<file path="src/rtl/seven_seg_pkg.sv">
// rtl/seven_seg_pkg.sv - shared segment glyphs and watch mode codes
package seven_seg_pkg;

    // Segment order {g,f,e,d,c,b,a}, active-low
    localparam logic [6:0] SEG_BLANK = 7'h7F;
    localparam logic [6:0] SEG_DASH  = 7'h3F;
    localparam logic [6:0] SEG_0     = 7'h40;
    localparam logic [6:0] SEG_1     = 7'h79;
    localparam logic [6:0] SEG_2     = 7'h24;
    localparam logic [6:0] SEG_3     = 7'h30;
    localparam logic [6:0] SEG_4     = 7'h19;
    localparam logic [6:0] SEG_5     = 7'h12;
    localparam logic [6:0] SEG_6     = 7'h02;
    localparam logic [6:0] SEG_7     = 7'h78;
    localparam logic [6:0] SEG_8     = 7'h00;
    localparam logic [6:0] SEG_9     = 7'h10;

    typedef enum logic [1:0] {
        RELOGIO    = 2'b00,
        CRONOMETRO = 2'b01,
        CFG        = 2'b10
    } mode_e;

    function automatic logic [2:0] mode_to_led(input logic [1:0] mode);
        case (mode)
            RELOGIO:    mode_to_led = 3'b001;
            CRONOMETRO: mode_to_led = 3'b010;
            CFG:        mode_to_led = 3'b100;
            default:    mode_to_led = 3'b000;
        endcase
    endfunction

endpackage

</file>
<file path="src/rtl/bcd_to_seg7.sv">
// rtl/bcd_to_seg7.sv - combinational BCD to active-low seven-segment decoder
module bcd_to_seg7
    import seven_seg_pkg::*;
(
    input  logic [3:0] bcd,
    output logic [6:0] seg
);

    always_comb begin
        case (bcd)
            4'd0:    seg = SEG_0;
            4'd1:    seg = SEG_1;
            4'd2:    seg = SEG_2;
            4'd3:    seg = SEG_3;
            4'd4:    seg = SEG_4;
            4'd5:    seg = SEG_5;
            4'd6:    seg = SEG_6;
            4'd7:    seg = SEG_7;
            4'd8:    seg = SEG_8;
            4'd9:    seg = SEG_9;
            default: seg = SEG_DASH;
        endcase
    end

endmodule

</file>
<file path="src/rtl/seven_seg_display.sv">
// rtl/seven_seg_display.sv - six-digit display driver with config-digit blink and mode LEDs
module seven_seg_display
    import seven_seg_pkg::*;
#(
    parameter int CLK_HZ         = 50_000_000,
    parameter int BLINK_HZ       = 2,
    parameter int BLANK_H_DEZENA = 0
) (
    input  logic       clk,
    input  logic       reset,
    input  logic [3:0] s_unidade,
    input  logic [3:0] s_dezena,
    input  logic [3:0] m_unidade,
    input  logic [3:0] m_dezena,
    input  logic [3:0] h_unidade,
    input  logic [3:0] h_dezena,
    input  logic [1:0] state,
    input  logic       is_config,
    input  logic [2:0] config_digit,
    output logic [6:0] hex0,
    output logic [6:0] hex1,
    output logic [6:0] hex2,
    output logic [6:0] hex3,
    output logic [6:0] hex4,
    output logic [6:0] hex5,
    output logic [2:0] led_mode,
    output logic       blink_phase
);

    localparam int HALF = CLK_HZ / (2 * BLINK_HZ);
    localparam int CW   = (HALF > 1) ? $clog2(HALF) : 1;
    localparam logic [CW-1:0] CNT_MAX = CW'(HALF - 1);

    logic [3:0]    digit [6];
    logic [6:0]    glyph [6];
    logic [6:0]    hex_d [6];
    logic [6:0]    hex_q [6];
    logic [CW-1:0] cnt_d, cnt_q;
    logic          blink_phase_d, blink_phase_q;
    logic          prev_is_config_q;
    logic [2:0]    prev_config_digit_q;
    logic [2:0]    led_mode_d, led_mode_q;
    logic          restart;

    assign digit[0] = s_unidade;
    assign digit[1] = s_dezena;
    assign digit[2] = m_unidade;
    assign digit[3] = m_dezena;
    assign digit[4] = h_unidade;
    assign digit[5] = h_dezena;

    for (genvar i = 0; i < 6; i++) begin : g_dec
        bcd_to_seg7 u_dec (
            .bcd (digit[i]),
            .seg (glyph[i])
        );
    end

    always_comb begin
        // A fresh selection always starts with a full ON half-period
        restart = is_config &&
                  (!prev_is_config_q || (config_digit != prev_config_digit_q));
        cnt_d         = cnt_q + 1'b1;
        blink_phase_d = blink_phase_q;
        if (restart) begin
            cnt_d         = '0;
            blink_phase_d = 1'b1;
        end else if (cnt_q == CNT_MAX) begin
            cnt_d         = '0;
            blink_phase_d = !blink_phase_q;
        end

        // Blank against the phase being registered so hex and blink_phase stay aligned
        for (int i = 0; i < 6; i++) begin
            hex_d[i] = glyph[i];
            if ((i == 5) && (BLANK_H_DEZENA != 0) && !is_config && (h_dezena == 4'd0))
                hex_d[i] = SEG_BLANK;
            if (is_config && !blink_phase_d && (config_digit == i[2:0]))
                hex_d[i] = SEG_BLANK;
        end

        led_mode_d = mode_to_led(state);
    end

    always_ff @(posedge clk or negedge reset) begin
        if (!reset) begin
            for (int i = 0; i < 6; i++) hex_q[i] <= SEG_BLANK;
            led_mode_q          <= 3'b000;
            blink_phase_q       <= 1'b1;
            cnt_q               <= '0;
            prev_is_config_q    <= 1'b0;
            prev_config_digit_q <= 3'd0;
        end else begin
            for (int i = 0; i < 6; i++) hex_q[i] <= hex_d[i];
            led_mode_q          <= led_mode_d;
            blink_phase_q       <= blink_phase_d;
            cnt_q               <= cnt_d;
            prev_is_config_q    <= is_config;
            prev_config_digit_q <= config_digit;
        end
    end

    assign hex0        = hex_q[0];
    assign hex1        = hex_q[1];
    assign hex2        = hex_q[2];
    assign hex3        = hex_q[3];
    assign hex4        = hex_q[4];
    assign hex5        = hex_q[5];
    assign led_mode    = led_mode_q;
    assign blink_phase = blink_phase_q;

endmodule

</file>
<file path="config.mk">
export PLATFORM = sky130hd
export DESIGN_NAME = seven_seg_display
export DESIGN_NICKNAME = d
export VERILOG_FILES = /design/src/rtl/seven_seg_pkg.sv /design/src/rtl/bcd_to_seg7.sv /design/src/rtl/seven_seg_display.sv
export SDC_FILE = /design/constraint.sdc
export NUM_CORES = 1
export LEC_CHECK = 0
export ABC_CLOCK_PERIOD_IN_PS = 2120
export BUFFER_PORTS_ARGS = -buffer_cell sky130_fd_sc_hd__buf_2
export CORE_MARGIN = 5
export CORE_UTILIZATION = 50
export CTS_BUF_LIST = sky130_fd_sc_hd__clkbuf_4
export CTS_CLUSTER_SIZE = 12
export DETAILED_ROUTE_END_ITERATION = 6
export PLACE_DENSITY_LB_ADDON = 0.25
export SLEW_MARGIN = 20
export SYNTH_ARGS = -nofsm -noshare
export SYNTH_HDL_FRONTEND = slang
export SYNTH_SLANG_ARGS = --single-unit
</file>
<file path="constraint.sdc">
create_clock -name clk -period 2.12 [get_ports clk]
set_input_delay 0.106 -clock clk [delete_from_list [all_inputs] [get_ports clk]]
set_output_delay 0.106 -clock clk [all_outputs]
set_load 0.005 [all_outputs]
</file>
==> flow_summary.json, run 1 <==
{
  "outcome": "complete, but fails checks",
  "violations": "negative setup slack",
  "wire_per_inst_um": 13.57,
  "cts_buffers": 9,
  "die_w_um": 99.35,
  "peakVddDrop_mv": 0.3067,
  "via_per_inst": 5.174,
  "hold_path.class": "in2reg",
  "wl_met1_mm": 3.794,
  "syn_inst": 411,
  "grt_first_pass_wirelength_mm": 14.29,
  "rsz0062_at_grt": "yes",
  "hold_depth": 3,
  "die_h_um": 99.35,
  "placement_rows": 32,
  "cts_tree": "done",
  "track_usage": 0.1767,
  "slew_headroom": 0.6165,
  "gp_congestion": 0.8108,
  "drtPass1Iterations": 5,
  "path_clk_slew_ns": 0.11,
  "setup_viol": 32,
  "power_leakage_nw": 2.244,
  "avgSynthCellArea_um2": 9.711,
  "fin_crit_ns": 2.216,
  "antenna_found_initial": 0,
  "core_area_um2": 7767,
  "fmax_mhz": 451.3,
  "num_antenna_cells": 0,
  "finalMaxSlewViolations": 0,
  "end_kind": "register",
  "path_max_fanout": 7,
  "hold_viol_final": 0,
  "synth-edff-count": 0,
  "crit_path_start_kind": "register",
  "clockBufferDepth": 2,
  "clk_latency_ns": 0.40,
  "power.total_mw": 2.717,
  "syn-num-nets": 474,
  "wl_met2_mm": 4.216,
  "mappedNetlistArea_um2": 3991,
  "clockRootBuffer": "clkbuf_4",
  "required_ns": 2.44,
  "ys_seq_elements": 74,
  "drtIter0Drc": 113,
  "finalNetCount": 581,
  "wl_met3_um": 384,
  "critPathKind": "reg2reg",
  "ff2ff_path_depth": 6,
  "port-buffer-count": 77,
  "dpl.hpwl_mm": 6.047,
  "finalWorstSetupSlack_ns": -0.09605,
  "wirelength_mm": 8.479,
  "ys_types": 37,
  "seq_area_frac_synth": 0.4774,
  "postSynth.asyncResetShare": 1.000,
  "cts.sinks": 74,
  "die-area_um2": 9869,
  "vias": 3234,
  "fin_crit_sh": 1.045,
  "htree_levels": 3,
  "drive_above_1_share": 0.3480,
  "start_util": 0.5139,
  "area_growth_pct": 26.33,
  "synth_warnings": 0,
  "grt_pass1_vias": 3246,
  "maxCapViolCount": 0,
  "drc": 0,
  "io-pin-count": 78,
  "critical_path_arrival_ns": 2.54,
  "ant_nets": 0,
  "tightest_slew_ns": 0.5752,
  "synth_top_flop_cell": "dfstp_2",
  "routed.top_layer": "met4",
  "worst_hold_slack_ns": 0.05432,
  "gr-total-overflow": 0,
  "grt_max_degree": 39,
  "powerDensity_nw_per_um2": 538.9,
  "fin_skew_ns": 0.01068
}
what timing repair did:
item / CTS / global route
hold buffers: 18 / 0
setup endpoints to repair: 39 / 42
resized for setup: 3 / 32
gates cloned: 0 / 1
setup buffers: 1 / 4
hold endpoints to repair: 32 / 0
pin swaps: 1 / 17
cells in the mapped netlist, types with 6 or more instances:
cell type   n  share of area
xor2_1      6          0.013
o22ai_1    20          0.031
nand4_1     6         0.0094
ha_1       31          0.097
inv_1      20          0.019
nand2b_1   16          0.025
nor3b_1     9          0.017
nand2_1    31          0.029
dfstp_2    43           0.28
and4_1      6          0.013
nor3_1      6         0.0075
nor2_1     46          0.043
dfrtp_1    31           0.19
clkbuf_1   15          0.014
a21oi_1    25          0.031
nor2b_1     9          0.014
o21ai_0    27          0.034
xnor2_1    19          0.042
nand3_1    12          0.015
cells in the final DEF, fill, tap and decap left out, types with 5 or more instances in the layout:
cell type,Yosys,routed
nand2b_1,16,16
ha_1,31,31
nand2_1,31,27
and4_1,6,6
nand4_1,6,6
o22ai_1,20,11
dfstp_2,43,43
o21ai_2,1,5
dlygate4sd3_1,0,18
o22ai_2,0,7
buf_2,2,77
nor3_1,6,6
clkbuf_4,0,11
inv_1,20,20
nand3_1,12,12
dfrtp_1,31,31
a21oi_1,25,25
xnor2_1,19,19
xor2_1,6,6
buf_4,2,15
nor2b_1,9,9
o21ai_0,27,20
nor3b_1,9,9
nor2_1,46,46
worst paths after layout:
| check | endpoint | from | slack (ns) |
|---|---|---|---|
| worst max-delay path | hex4[3] | cnt_q[14] | -0.1 |
| worst min-delay path | hex1[1] | s_dezena[1] | 0.05 |
| worst max register to register | hex4[3] | cnt_q[14] | -0.1 |
| worst min register to register | cnt_q[0] | cnt_q[0] | 0.49 |
| max in group asynchronous | hex3[3] | reset | 1.23 |
| min in group asynchronous | cnt_q[19] | reset | 0.22 |
power breakdown:
| group | total, mW | switching, mW | internal [mW] |
|---|---|---|---|
| sequential | 1.57 | 0.0297 | 1.54 |
| clock | 0.704 | 0.451 | 0.253 |
| combinational | 0.445 | 0.240 | 0.204 |
| total | 2.72 | 0.720 | 2.00 |
worst max-delay path, cell delays in order, from the launching register on:
cell and delay, ns:
dfrtp_1 0.39, or4_1 0.52, or3_4 0.41, or3_4 0.46, nand3_4 0.13, clkbuf_16 0.16, o22ai_1 0.07
cell type report:
type                       instances  area (um2)
clock buffer                      11       82.58
clock inverter                     5       21.27
fill                             641        2725
inverter                          20       75.07
multi-input combinational        298        2061
sequential                        74        1906
tap                              102       127.6
timing repair buffer             115       769.5
layer usage:
| layer | global-route usage | vias to the layer above |
|---|---|---|
| li1 | - | 1618 |
| met4 | 0.06408 | 0 |
| met2 | 0.2856 | 73 |
| met5 | 0 | - |
| met3 | 0.04769 | 6 |
| met1 | 0.2283 | 1537 |
state kept, by name (all words and copies together) (netlist names):
| signal | cells |
|---|---|
| cnt_q | 24 |
| hex0 | 7 |
| hex1 | 7 |
| hex2 | 7 |
| hex3 | 7 |
| hex4 | 7 |
| hex5 | 7 |
| led_mode | 3 |
| prev_config_digit_q | 3 |
| blink_phase | 1 |
| prev_is_config_q | 1 |
through the flow:
stage	util	cell area (um2)	cells	setup WS (ns)	TNS, ns
final	0.6492	5042	625	-0.09605	-1.959
after global routing	0.6492	5042	625	-0.1577	-4.411
after CTS	0.6237	4845	620	-0.09001	-1.673
after detailed placement	0.5862	4553	585	-0.06724	-0.5922
after global placement	0.5862	4553	585	-0.007121	-0.01956
after floorplan	-	3991	411	0.06091	0
logic make-up after synthesis:
logic type / count (synthesis) / share of synthesized area
mux: 2 / 0.005016
fa+ha+maj: 31 / 0.09718
xor+xnor: 25 / 0.05486
compound gates: 76 / 0.1041
flops: 74 / 0.4774
simple gates: 164 / 0.2223
buf+inv: 39 / 0.03918
Note: power is estimated with default switching activity, not from simulation.
==> inputs of run 2 (changes only) <==
Settings changed: ABC_CLOCK_PERIOD_IN_PS 2120 to 1800.
Clock period 2.12 ns to 1.8 ns, I/O delays scaled along.
==> run 2 against run 1 <==
The flow still finishes with violations (negative setup slack). Cell count grew 4.5%. Global-route usage increased by 1.3 points. Combinational power up 34%. Die area unchanged. First-iteration DRC count down 8.8%. Worst setup slack got worse by 0.22 ns. Non-clock buffer count up 28. Clock power is 66% higher. Via count rose by 4.3%. Critical path type unchanged. Largest cell class unchanged.
==> flow_summary.json, run 2 (synthesized netlist as in run 1, its figures left out) <==
{
  "outcome": "complete, but fails checks",
  "violations": "negative setup slack",
  "crit_family": "simple AND/OR/NAND/NOR gates",
  "die-area_um2": 9869,
  "die_h_um": 99.35,
  "htree_levels": 3,
  "grt_max_degree": 75,
  "wire_per_inst_um": 14.18,
  "cts_tree": "done",
  "path_max_fanout": 7,
  "rsz0062_at_grt": "yes",
  "peakVddDrop_mv": 0.2923,
  "fin_crit_sh": 1.173,
  "wirelength_mm": 9.261,
  "io-pin-count": 78,
  "area_growth_pct": 36.80,
  "worstSetupStartpoint": "cnt_q[9]",
  "hold_viol_final": 0,
  "placed_cell_area_um2": 4731,
  "num_antenna_cells": 0,
  "gr-total-overflow": 0,
  "seqCellArea_um2": 1906,
  "fmax_mhz": 473.4,
  "finalWorstSetupSlack_ns": -0.3122,
  "tns_ns": -17.99,
  "mostFrequentLayoutCells": "77 x buf_2, 46 x nor2_1, 43 x dfstp_2",
  "fin_crit_ns": 2.112,
  "critical_path_arrival_ns": 2.43,
  "required_ns": 2.12,
  "finalNetCount": 609,
  "clockRootBuffer": "clkbuf_4",
  "stdcell_area_um2": 5460,
  "crit_path_start_kind": "register",
  "drtPass1Iterations": 4,
  "critPathBufInv": 1,
  "critPathKind": "reg2reg",
  "fin_skew_ns": 0.01584,
  "drc": 0,
  "cp-endpoint": "hex0[3]",
  "powerDensity_nw_per_um2": 661.3,
  "placement_rows": 32,
  "path_clk_slew_ns": 0.13,
  "largest_register_ffs": 24,
  "gp_congestion": 0.8514,
  "core_area_um2": 7767,
  "ant_nets": 0,
  "maxCapViolCount": 0,
  "port-buffer-count": 77,
  "crit_chain": "or4_1, or3_4, or3_4, nand3_4, buf_8, o22ai_2",
  "slew_headroom": 0.7537,
  "grt_first_pass_wirelength_mm": 15.46,
  "setup_viol": 67,
  "cts_buffers": 9,
  "rr_startpoint": "cnt_q[9]",
  "fillers": 594,
  "multi_input_area_um2": 2147,
  "cts.sinks": 74,
  "track_usage": 0.1900,
  "r2r_end": "hex0[3]",
  "drive_above_1_share": 0.3993,
  "finalMaxSlewViolations": 0,
  "via_per_inst": 5.165,
  "ff2ff_setup_slack_ns": -0.31,
  "crit_path_max_incr_delay_ns": 0.50,
  "drtIter0Drc": 103,
  "hold_path.class": "in2reg",
  "path_depth": 6,
  "regMostFlops": "cnt_q",
  "crit_top_cell": "or3_4",
  "power_leakage_nw": 2.437,
  "clockBufferDepth": 2,
  "clk_latency_ns": 0.40,
  "tightest_slew_ns": 0.3694,
  "vias": 3373,
  "dpl.hpwl_mm": 6.126,
  "antenna_found_initial": 0,
  "grt_pass1_vias": 3308,
  "start_util": 0.5139,
  "end_kind": "register",
  "cp_slowest_cell": "or4_1",
  "die_w_um": 99.35,
  "ff2ff_path_depth": 6,
  "layout_commonest_cell": "buf_2"
}
run 2: cell count changes in the layout (fill, tap and decap cells not counted), sizes merged:
cell,previous run,this run
buf,96,120
clkinv,5,2
dlygate4sd3,18,21
bufinv,0,2
clkinvlp,0,2
clkbuf,12,11
inv,20,21
run 2: worst min-delay path by stage:
stage / start / endpoint / slack (ns) / depth (start not counted)
2_1_floorplan: reset / cnt_q[0] / -0.21 / 0
3_3_place_gp: reset / cnt_q[20] / 0.15 / 2
3_5_place_dp: reset / cnt_q[20] / 0.14 / 2
4_1_cts: m_unidade[1] / hex2[1] / 0.003 / 3
5_1_grt: m_unidade[1] / hex2[1] / 0.03 / 3
6_report: m_unidade[1] / hex2[1] / 0.04 / 3
run 2: worst min-delay path: cells and delay by family:
family	cells	cell delay [ns]
compound gates	2	0.17
buf+inv	1	0.13
run 2: final cells by class:
class                           count  share of cell area
Multi-Input combinational cell    298              0.3932
Sequential cell                    74              0.3490
Timing Repair Buffer              143              0.1913
Tap cell                          102             0.02337
Clock inverter                      7             0.01696
Inverter                           20             0.01375
Clock buffer                        9             0.01237
run 2: what timing repair did:
item	CTS	global route
hold buffers	21	0
gates resized for setup	39	16
gates cloned	1	3
endpoints found under the setup margin	67	67
buffers inserted	3	2
pin swaps	16	7
hold endpoints to repair	85	0
run 2: power by group:
part | leakage, nW | switching (mW) | total, mW | internal, mW
clock network | 0.0800 | 0.606 | 1.17 | 0.561
registers | 0.870 | 0.0329 | 1.85 | 1.81
logic | 1.49 | 0.308 | 0.598 | 0.290
total | 2.44 | 0.947 | 3.61 | 2.66
run 2: per-layer routing:
metal	GRT usage	share of wire
met4	0.06197	0.013
met2	0.3192	0.51
met5	0	0
met3	0.03015	0.043
met1	0.2513	0.44
run 2: through the flow:
step	hold WS, ns	util	instances	power [mW]	setup slack (ns)
after detailed placement	0.1449	0.6091	607	2.371	-0.3671
after global routing	0.02872	0.7030	653	3.790	-0.3729
after global placement	0.1451	0.6091	607	2.360	-0.3379
after floorplan	-0.2056	-	411	2.118	-0.2521
final	0.03715	0.7030	653	3.611	-0.3122
after CTS	0.002556	0.6844	648	3.597	-0.3430
==> inputs of run 3 (changes only) <==
Settings changed: HOLD_SLACK_MARGIN from default to 0.05.
==> run 3 against run 2 <==
Sequential share of layout area decreased by 0.50 points. Fmax about the same. Highest routed layer unchanged. Design area rose by 1.5%. Register-to-register slack about the same. Clock-buffer cell count unchanged. Sequential cell count unchanged. Non-clock buffer count is 8 higher. Die area is the same. Utilization rose by 1.0 points. Sequential power barely moved. The flow still finishes with violations (negative setup slack). Largest power group unchanged. Clock power hardly changed. Global-route usage rose by 0.25 points.
==> flow_summary.json, run 3 (synthesized netlist as in run 1, its figures left out) <==
{
  "gr-total-overflow": 0,
  "setup_viol": 67,
  "io-pin-count": 78,
  "hold_viol_final": 0,
  "area_growth_pct": 38.81,
  "ff2ff_setup_slack_ns": -0.31,
  "clockRootBuffer": "clkbuf_4",
  "tightest_slew_ns": 0.3723,
  "grt_pass1_vias": 3342,
  "htree_levels": 3,
  "tns_ns": -18.14,
  "slew_headroom": 0.7518,
  "largest_register_ffs": 24,
  "die-area_um2": 9869,
  "drtIter0Drc": 110,
  "power_leakage_nw": 2.472,
  "min_to": "hex2[2]",
  "cts_buffers": 9,
  "hold_depth": 3,
  "rr_startpoint": "cnt_q[9]",
  "clk_latency_ns": 0.40,
  "gp_congestion": 0.8514,
  "regMostFlops": "cnt_q",
  "violations": "negative setup slack",
  "hold_path.startpoint": "m_unidade[2]",
  "placement_rows": 32,
  "powerDensity_nw_per_um2": 655.1,
  "fmax_mhz": 473.3,
  "start_util": 0.5139,
  "peakVddDrop_mv": 0.2928,
  "wl_met2_mm": 4.827,
  "num_antenna_cells": 0,
  "drc": 0,
  "cts.sinks": 74,
  "crit_path_start_kind": "register",
  "path_max_fanout": 7,
  "routed.top_layer": "met4",
  "end_kind": "register",
  "wl_met3_um": 376,
  "fin_crit_ns": 2.113,
  "clockBufferDepth": 2,
  "maxCapViolCount": 0,
  "vias": 3391,
  "grt_first_pass_wirelength_mm": 15.66,
  "r2r_end": "hex0[3]",
  "critical_path_arrival_ns": 2.44,
  "die_w_um": 99.35,
  "antenna_found_initial": 0,
  "drive_above_1_share": 0.3936,
  "required_ns": 2.12,
  "die_h_um": 99.35,
  "fin_crit_sh": 1.174,
  "wl_met1_mm": 4.112,
  "hold_path.class": "in2reg",
  "dpl.hpwl_mm": 6.126,
  "wirelength_mm": 9.432,
  "worst_hold_slack_ns": 0.08897,
  "via_per_inst": 5.130,
  "path_clk_slew_ns": 0.13,
  "wire_per_inst_um": 14.27,
  "finalNetCount": 617,
  "critPathKind": "reg2reg",
  "rsz0062_at_grt": "yes",
  "track_usage": 0.1926,
  "ff2ff_path_depth": 6,
  "cts_tree": "done",
  "fin_skew_ns": 0.01576,
  "grt_max_degree": 75,
  "finalWorstSetupSlack_ns": -0.3130,
  "finalMaxSlewViolations": 0,
  "outcome": "complete, but fails checks",
  "core_area_um2": 7767,
  "ant_nets": 0,
  "mostFrequentLayoutCells": "77 x buf_2, 46 x nor2_1, 43 x dfstp_2",
  "port-buffer-count": 77,
  "drtPass1Iterations": 4,
  "layout_commonest_cell": "buf_2"
}
==> run 3: cell count changes in the layout (fill, tap and decap cells not counted), sizes merged <==
cell         before  now
dlygate4sd3      21   29
==> run 3: worst max-delay path by stage <==
stage                   start  endpoint
floorplan            cnt_q[8]   hex0[6]
global placement     cnt_q[8]   hex1[1]
detailed placement   cnt_q[8]   hex1[6]
CTS                 cnt_q[16]   hex0[1]
global route         cnt_q[9]   hex5[5]
finish               cnt_q[9]   hex0[3]
==> run 3: report_power, final <==
| group | switching [mW] | internal [mW] | total, mW |
|---|---|---|---|
| combinational | 0.312 | 0.302 | 0.614 |
| sequential | 0.0331 | 1.81 | 1.85 |
| clock | 0.608 | 0.561 | 1.17 |
==> run 3: critical path: stages, from the launching register on <==
cell and delay [ns]:
dfrtp_1 0.40, or4_1 0.50, or3_4 0.38, or3_4 0.38, nand3_4 0.14, buf_8 0.15
o22ai_2 0.09
==> run 3: cell type report <==
type | instances | area, um2
fill | 574 | 2227
multi-input combinational | 298 | 2147
sequential | 74 | 1906
timing repair buffer | 151 | 1125
tap | 102 | 127.6
clock inverter | 7 | 92.59
inverter | 20 | 75.07
clock buffer | 9 | 67.56
==> run 3: what timing repair did <==
item | CTS | global route
gates resized for setup | 39 | 16
setup buffers | 3 | 2
setup endpoints to repair | 67 | 67
pin swaps | 16 | 7
hold buffers | 29 | 0
gates cloned | 1 | 3
hold endpoints to repair | 103 | 0
==> run 3: layer usage <==
layer,GRT usage,vias up
met5,0,-
met3,0.03015,9
met4,0.06197,0
met2,0.3228,74
met1,0.2558,1618
li1,-,1690
==> run 3: stage by stage <==
stage	power, mW	setup WS (ns)	util	area (um2)	std cells
3_5_place_dp	2.371	-0.3671	0.6091	4731	607
2_1_floorplan	2.118	-0.2521	-	3999	411
3_3_place_gp	2.360	-0.3379	0.6091	4731	607
4_1_cts	3.611	-0.3430	0.6947	5396	656
5_1_grt	3.808	-0.3741	0.7133	5540	661
6_report	3.630	-0.3130	0.7133	5540	661
